File: config.mk
export PLATFORM = sky130hd
export DESIGN_NAME = ex_issue_ctrl
export DESIGN_NICKNAME = d
export VERILOG_FILES = /design/src/rtl/ex_issue_ctrl.sv
export SDC_FILE = /design/constraint.sdc
export NUM_CORES = 1
export LEC_CHECK = 0
export ABC_AREA = 1
export BUFFER_PORTS_ARGS = -buffer_cell sky130_fd_sc_hd__clkbuf_2
export CAP_MARGIN = 25
export CORE_AREA = 2 2 117 119
export CTS_CLUSTER_SIZE = 8
export DETAILED_ROUTE_END_ITERATION = 12
export DIE_AREA = 0 0 119 121
export PLACE_DENSITY = 0.78
export SETUP_SLACK_MARGIN = 0.1
export SLEW_MARGIN = 20
export SYNTH_ARGS = -nofsm -noshare
export SYNTH_HDL_FRONTEND = slang
export SYNTH_SLANG_ARGS = --single-unit
File: constraint.sdc
create_clock -name clk -period 4.22 [get_ports clk]
set_clock_uncertainty 0.2 [all_clocks]
set_input_delay 0.211 -clock clk [delete_from_list [all_inputs] [get_ports clk]]
set_output_delay 0.211 -clock clk [all_outputs]
set_load 0.1 [all_outputs]
File: src/rtl/ex_issue_ctrl.sv
// ex_issue_ctrl -- execute-stage sequencer.
//   Single-cycle ALU ops pass straight through to EX/MEM. Mul/div ops fire a
//   one-cycle start pulse to the external unit, hold ID/EX while the unit
//   works, capture its result (sign-extending the low word for RV64 *W ops)
//   and present it with valid/ready toward EX/MEM. A flush aborts with a
//   one-cycle kill pulse to the busy unit.
// Optional feature macro: EXU_PERF_CNT_EN (saturating perf counters; when
//   undefined the perf_* outputs are tied to zero and no counter flops exist).
// Ports:
//   clk, rst_n                      clock / async active-low reset
//   in_valid, in_mul_valid,
//   in_div_valid, in_inst_32        ID/EX outputs
//   flush                           kill current EX instruction
//   out_exu_idle                    0 = hold ID/EX contents
//   mul_start/kill, mul_done/result multiplier handshake
//   div_start/kill, div_done/result divider handshake
//   ex_valid, ex_ready              handshake toward EX/MEM
//   ex_long_sel, ex_long_result     select/capture of mul/div result
//   perf_mul_cyc, perf_div_cyc,
//   perf_hold_cyc                   performance counters
module ex_issue_ctrl #(
  parameter int XLEN  = 64,
  parameter int CNT_W = 32
) (
  input  logic             clk,
  input  logic             rst_n,
  input  logic             in_valid,
  input  logic             in_mul_valid,
  input  logic             in_div_valid,
  input  logic             in_inst_32,
  input  logic             flush,
  output logic             out_exu_idle,
  output logic             mul_start,
  output logic             mul_kill,
  input  logic             mul_done,
  input  logic [XLEN-1:0]  mul_result,
  output logic             div_start,
  output logic             div_kill,
  input  logic             div_done,
  input  logic [XLEN-1:0]  div_result,
  output logic             ex_valid,
  input  logic             ex_ready,
  output logic             ex_long_sel,
  output logic [XLEN-1:0]  ex_long_result,
  output logic [CNT_W-1:0] perf_mul_cyc,
  output logic [CNT_W-1:0] perf_div_cyc,
  output logic [CNT_W-1:0] perf_hold_cyc
);

  typedef enum logic [1:0] {IDLE, MUL_WAIT, DIV_WAIT, DONE} state_t;

  state_t            state;
  logic              inst_32_q;
  logic [XLEN-1:0]   long_q;
  logic              req;
  logic              done_hit;
  logic [XLEN-1:0]   done_res;
  logic [XLEN-1:0]   cap_val;

  assign req = in_valid & (in_mul_valid | in_div_valid);

  // Only the done of the unit actually being waited on is honoured.
  always_comb begin
    done_res = (state == MUL_WAIT) ? mul_result : div_result;
    done_hit = ((state == MUL_WAIT) & mul_done) | ((state == DIV_WAIT) & div_done);
    cap_val  = inst_32_q ? {{(XLEN-32){done_res[31]}}, done_res[31:0]} : done_res;
  end

  always_ff @(posedge clk or negedge rst_n) begin
    if (!rst_n) begin
      state     <= IDLE;
      inst_32_q <= 1'b0;
      long_q    <= '0;
    end else begin
      case (state)
        IDLE: begin
          if (req && !flush) begin
            inst_32_q <= in_inst_32;
            state     <= in_mul_valid ? MUL_WAIT : DIV_WAIT;
          end
        end
        MUL_WAIT, DIV_WAIT: begin
          // flush beats a same-cycle done: nothing is captured
          if (flush) begin
            state <= IDLE;
          end else if (done_hit) begin
            long_q <= cap_val;
            state  <= DONE;
          end
        end
        DONE: begin
          if (flush || ex_ready) state <= IDLE;
        end
        default: state <= IDLE;
      endcase
    end
  end

  // Pulses and handshake are decoded combinationally so starts, kills and
  // ALU pass-through take effect in the same cycle; all are held low while
  // reset is asserted.
  always_comb begin
    out_exu_idle = 1'b0;
    mul_start    = 1'b0;
    mul_kill     = 1'b0;
    div_start    = 1'b0;
    div_kill     = 1'b0;
    ex_valid     = 1'b0;
    ex_long_sel  = 1'b0;
    if (rst_n) begin
      case (state)
        IDLE: begin
          if (!req) begin
            ex_valid     = in_valid & ~flush;
            out_exu_idle = 1'b1;
          end else if (flush) begin
            out_exu_idle = 1'b1;
          end else begin
            mul_start = in_mul_valid;
            div_start = ~in_mul_valid;
          end
        end
        MUL_WAIT: mul_kill = flush;
        DIV_WAIT: div_kill = flush;
        DONE: begin
          ex_valid     = ~flush;
          ex_long_sel  = 1'b1;
          out_exu_idle = 1'b1;
        end
        default: ;
      endcase
    end
  end

  assign ex_long_result = long_q;

`ifdef EXU_PERF_CNT_EN
  logic [CNT_W-1:0] mul_cnt, div_cnt, hold_cnt;

  always_ff @(posedge clk or negedge rst_n) begin
    if (!rst_n) begin
      mul_cnt  <= '0;
      div_cnt  <= '0;
      hold_cnt <= '0;
    end else begin
      if (state == MUL_WAIT && mul_cnt != '1) mul_cnt <= mul_cnt + CNT_W'(1);
      if (state == DIV_WAIT && div_cnt != '1) div_cnt <= div_cnt + CNT_W'(1);
      if (state == DONE && !ex_ready && hold_cnt != '1) hold_cnt <= hold_cnt + CNT_W'(1);
    end
  end

  assign perf_mul_cyc  = mul_cnt;
  assign perf_div_cyc  = div_cnt;
  assign perf_hold_cyc = hold_cnt;
`else
  assign perf_mul_cyc  = '0;
  assign perf_div_cyc  = '0;
  assign perf_hold_cyc = '0;
`endif

endmodule
==> metrics.md <==
| Metric | Value |
|---|---|
| Critical path class | flop to flop |
| Max Buffers Root-to-Sink | 2 |
| Final HPWL from detailed placement | 8460 µm |
| Prevailing post-synth register cell | dfrtp_1 |
| Crit Path Max Fanout | 36 |
| Outcome | completed |
| Synth Area per Inst | 8.17 µm² |
| Initial antenna violation count | 0 |
| Routability cong. | 0.802 |
| Worst setup endpoint | ex_long_result[27] |
| Post-synthesis sequential area ratio | 37.8% |
| Worst Setup Start Kind | flop |
| Worst r2r path cells | 6 |
| Gr usage total | 18.0% |
| Post-synth cell types | 25 |
| Later-pin clock latency in the skew report | 0.33 ns |
| # placed instances | 900 |
| Final worst-path cycle share | 67.2% |
| PortBufs | 208 |
| Hold Fails Final Rpt | 0 |
| Via density | 4.29 |
| Largest net degree at the start of global routing | 58 |
| FP Rows | 42 |
| Post-synth top area share | 37.8% |
| Top cells by area, synth | dfrtp_1 (38%), buf_4 (17%), nand2_1 (13%) |
| Gate Count Post-Synth | 543 |
| CTS Hold Buffers Added | 64 |
| Final slew viol count | 0 |
| Post-CTS Setup Inserts | 0 |
| Max cap viols | 0 |
| CP startpoint | state[1] |
| DR iter-0 viols | 207 |
| CTS Buf Count | 9 |
| Total gr overflow | 0 |
| Total wire length | 13100 µm |
| # setup viols final | 0 |
| Drt wl/cell | 13.4 µm |
| Core area | 13100 µm² |
| CP endpoint kind | flop |
| Largest area contributor in the netlist | dfrtp_1 |
| Clk pin slew, worst setup/hold paths | 0.06 ns |
| Most frequent cells after synthesis | nand2_1 (150), buf_4 (101), dfrtp_1 (67) |
| R2R Path Start | state[1] |
| Vias | 4200 |
| Rel. slew slack | 50.6% |
| Reg2reg end | ex_long_result[27] |
| Synth Register Bits | 67 |
| Setup_tns | 0 ns |
| TritonCTS clock tree | yes |
| Hold crit path type | input port to flop |
| Die width | 119 µm |
| Fmax | 0.352 GHz |
| CTS Sinks | 67 |
| Post-route DRC | 0 |
| Area Overhead vs Synth | 38.6% |
| R2R setup slack | 1.38 ns |
| H-tree levels | 3 |
| Post-synth EDFFs | 0 |
| Starting density of the core | 33.9% |
| Vias in the first global route | 4118 |
| Ys Warns | 0 |
| Unrepaired setup endpoints after global routing | false |
| Post-CTS sizing | 0 |
| Synthesized area | 4430 µm² |
| First-pass GRT wire length | 20400 µm |
| Post-layout min period | 2.84 ns |
| Final core utilization | 47.0% |
| Hold depth | 5 |
| Ys async rst share | 100% |
| Clock Tree Root | clkbuf_16 |
| DIE AREA | 14400 µm² |
| Post-route ant nets | 0 |
| Worst Path Required | 4.21 ns |
| Final net count | 942 |
| Non-Filler Instances | 980 |
| Most frequent cell after synthesis | nand2_1 |
| DRT Pass-1 Iters | 4 |
| IO Pins | 305 |
| ANT cells | 0 |
| Fraction of layout cells with a size suffix above 1 | 33.0% |
| Die Y | 121 µm |
| Critical Path AT | 2.83 ns |
| Tightest Pin Transition | 0.740 ns |
==> registers in the layout, summed over array words and instances, names as in the netlist <==
register        flops
state               2
ex_long_result     64
inst_32_q           1
==> worst min-delay path by stage <==
| stage | startpoint | end | slack [ns] |
|---|---|---|---|
| floorplan | rst_n | ex_long_result[0] | -0.28 |
| global placement | rst_n | state[0] | -0.12 |
| detailed placement | rst_n | state[0] | -0.12 |
| CTS | mul_result[55] | ex_long_result[55] | 0.03 |
| global route | mul_result[36] | ex_long_result[36] | 0.05 |
| finish | mul_result[55] | ex_long_result[55] | 0.05 |
==> through the flow <==
stage / setup WS (ns) / hold WS (ns) / instance area [µm²]
2_1_floorplan: 0.244 / -0.285 / 4790
3_3_place_gp: 1.74 / -0.124 / 5180
3_5_place_dp: 1.62 / -0.120 / 5180
4_1_cts: 1.43 / 0.0346 / 6140
5_1_grt: 1.23 / 0.0518 / 6140
6_report: 1.38 / 0.0469 / 6140
==> worst max-delay path, stage by stage (launching register included) <==
cell and delay (ns):
dfrtp_1 0.42, inv_1 0.15, ha_4 0.39, buf_4 0.55, mux2i_1 0.29, dlygate4sd3_1 0.60
o21ai_1 0.07
==> layer usage <==
metal	vias to the layer above	part of all wire, %	GRT usage [%]
li1	2065	-	-
met5	-	0	0
met3	32	6.1	3.90
met1	1896	38	20.1
met4	0	2.6	7.51
met2	207	53	33.2
==> kinds of logic after synthesis <==
logic type,after synthesis,synth area share (%)
mux,31,7.00
buf+inv,139,22.0
flops,67,37.8
other cells,1,0.0846
fa+ha+maj,5,1.41
compound gates,99,13.7
simple gates,201,18.0
==> final cells by class <==
cell class / instances / area (µm²)
flip-flops and latches: 67 / 1680
fillers: 1256 / 6940
repair buffers: 275 / 1710
clock inverters: 5 / 85.1
multi-input cells: 432 / 2160
well taps: 176 / 220
inverters: 14 / 55.1
clock buffers: 11 / 243
==> layout by cell type, fill, tap and decap left out, types with 2 or more instances in the layout <==
master	netlist	final
ha_1	5	4
nand2_4	1	2
buf_4	101	4
clkbuf_2	0	207
inv_1	11	11
nand2_1	150	150
nor3_1	2	2
o21ai_0	34	34
bufinv_16	0	2
dlygate4sd3_1	0	64
nand3_1	3	3
dfrtp_1	67	67
inv_2	2	2
mux2i_1	31	31
o21ai_1	32	32
nand2_2	3	2
nand4_1	2	2
conb_1	1	96
nor2_1	38	38
clkbuf_16	0	9
a21oi_1	3	3
o21ai_2	30	30
Power is left out: the tool's default activity adds up to more than one toggle a clock period on the data nets, which glitch-free logic cannot reach.
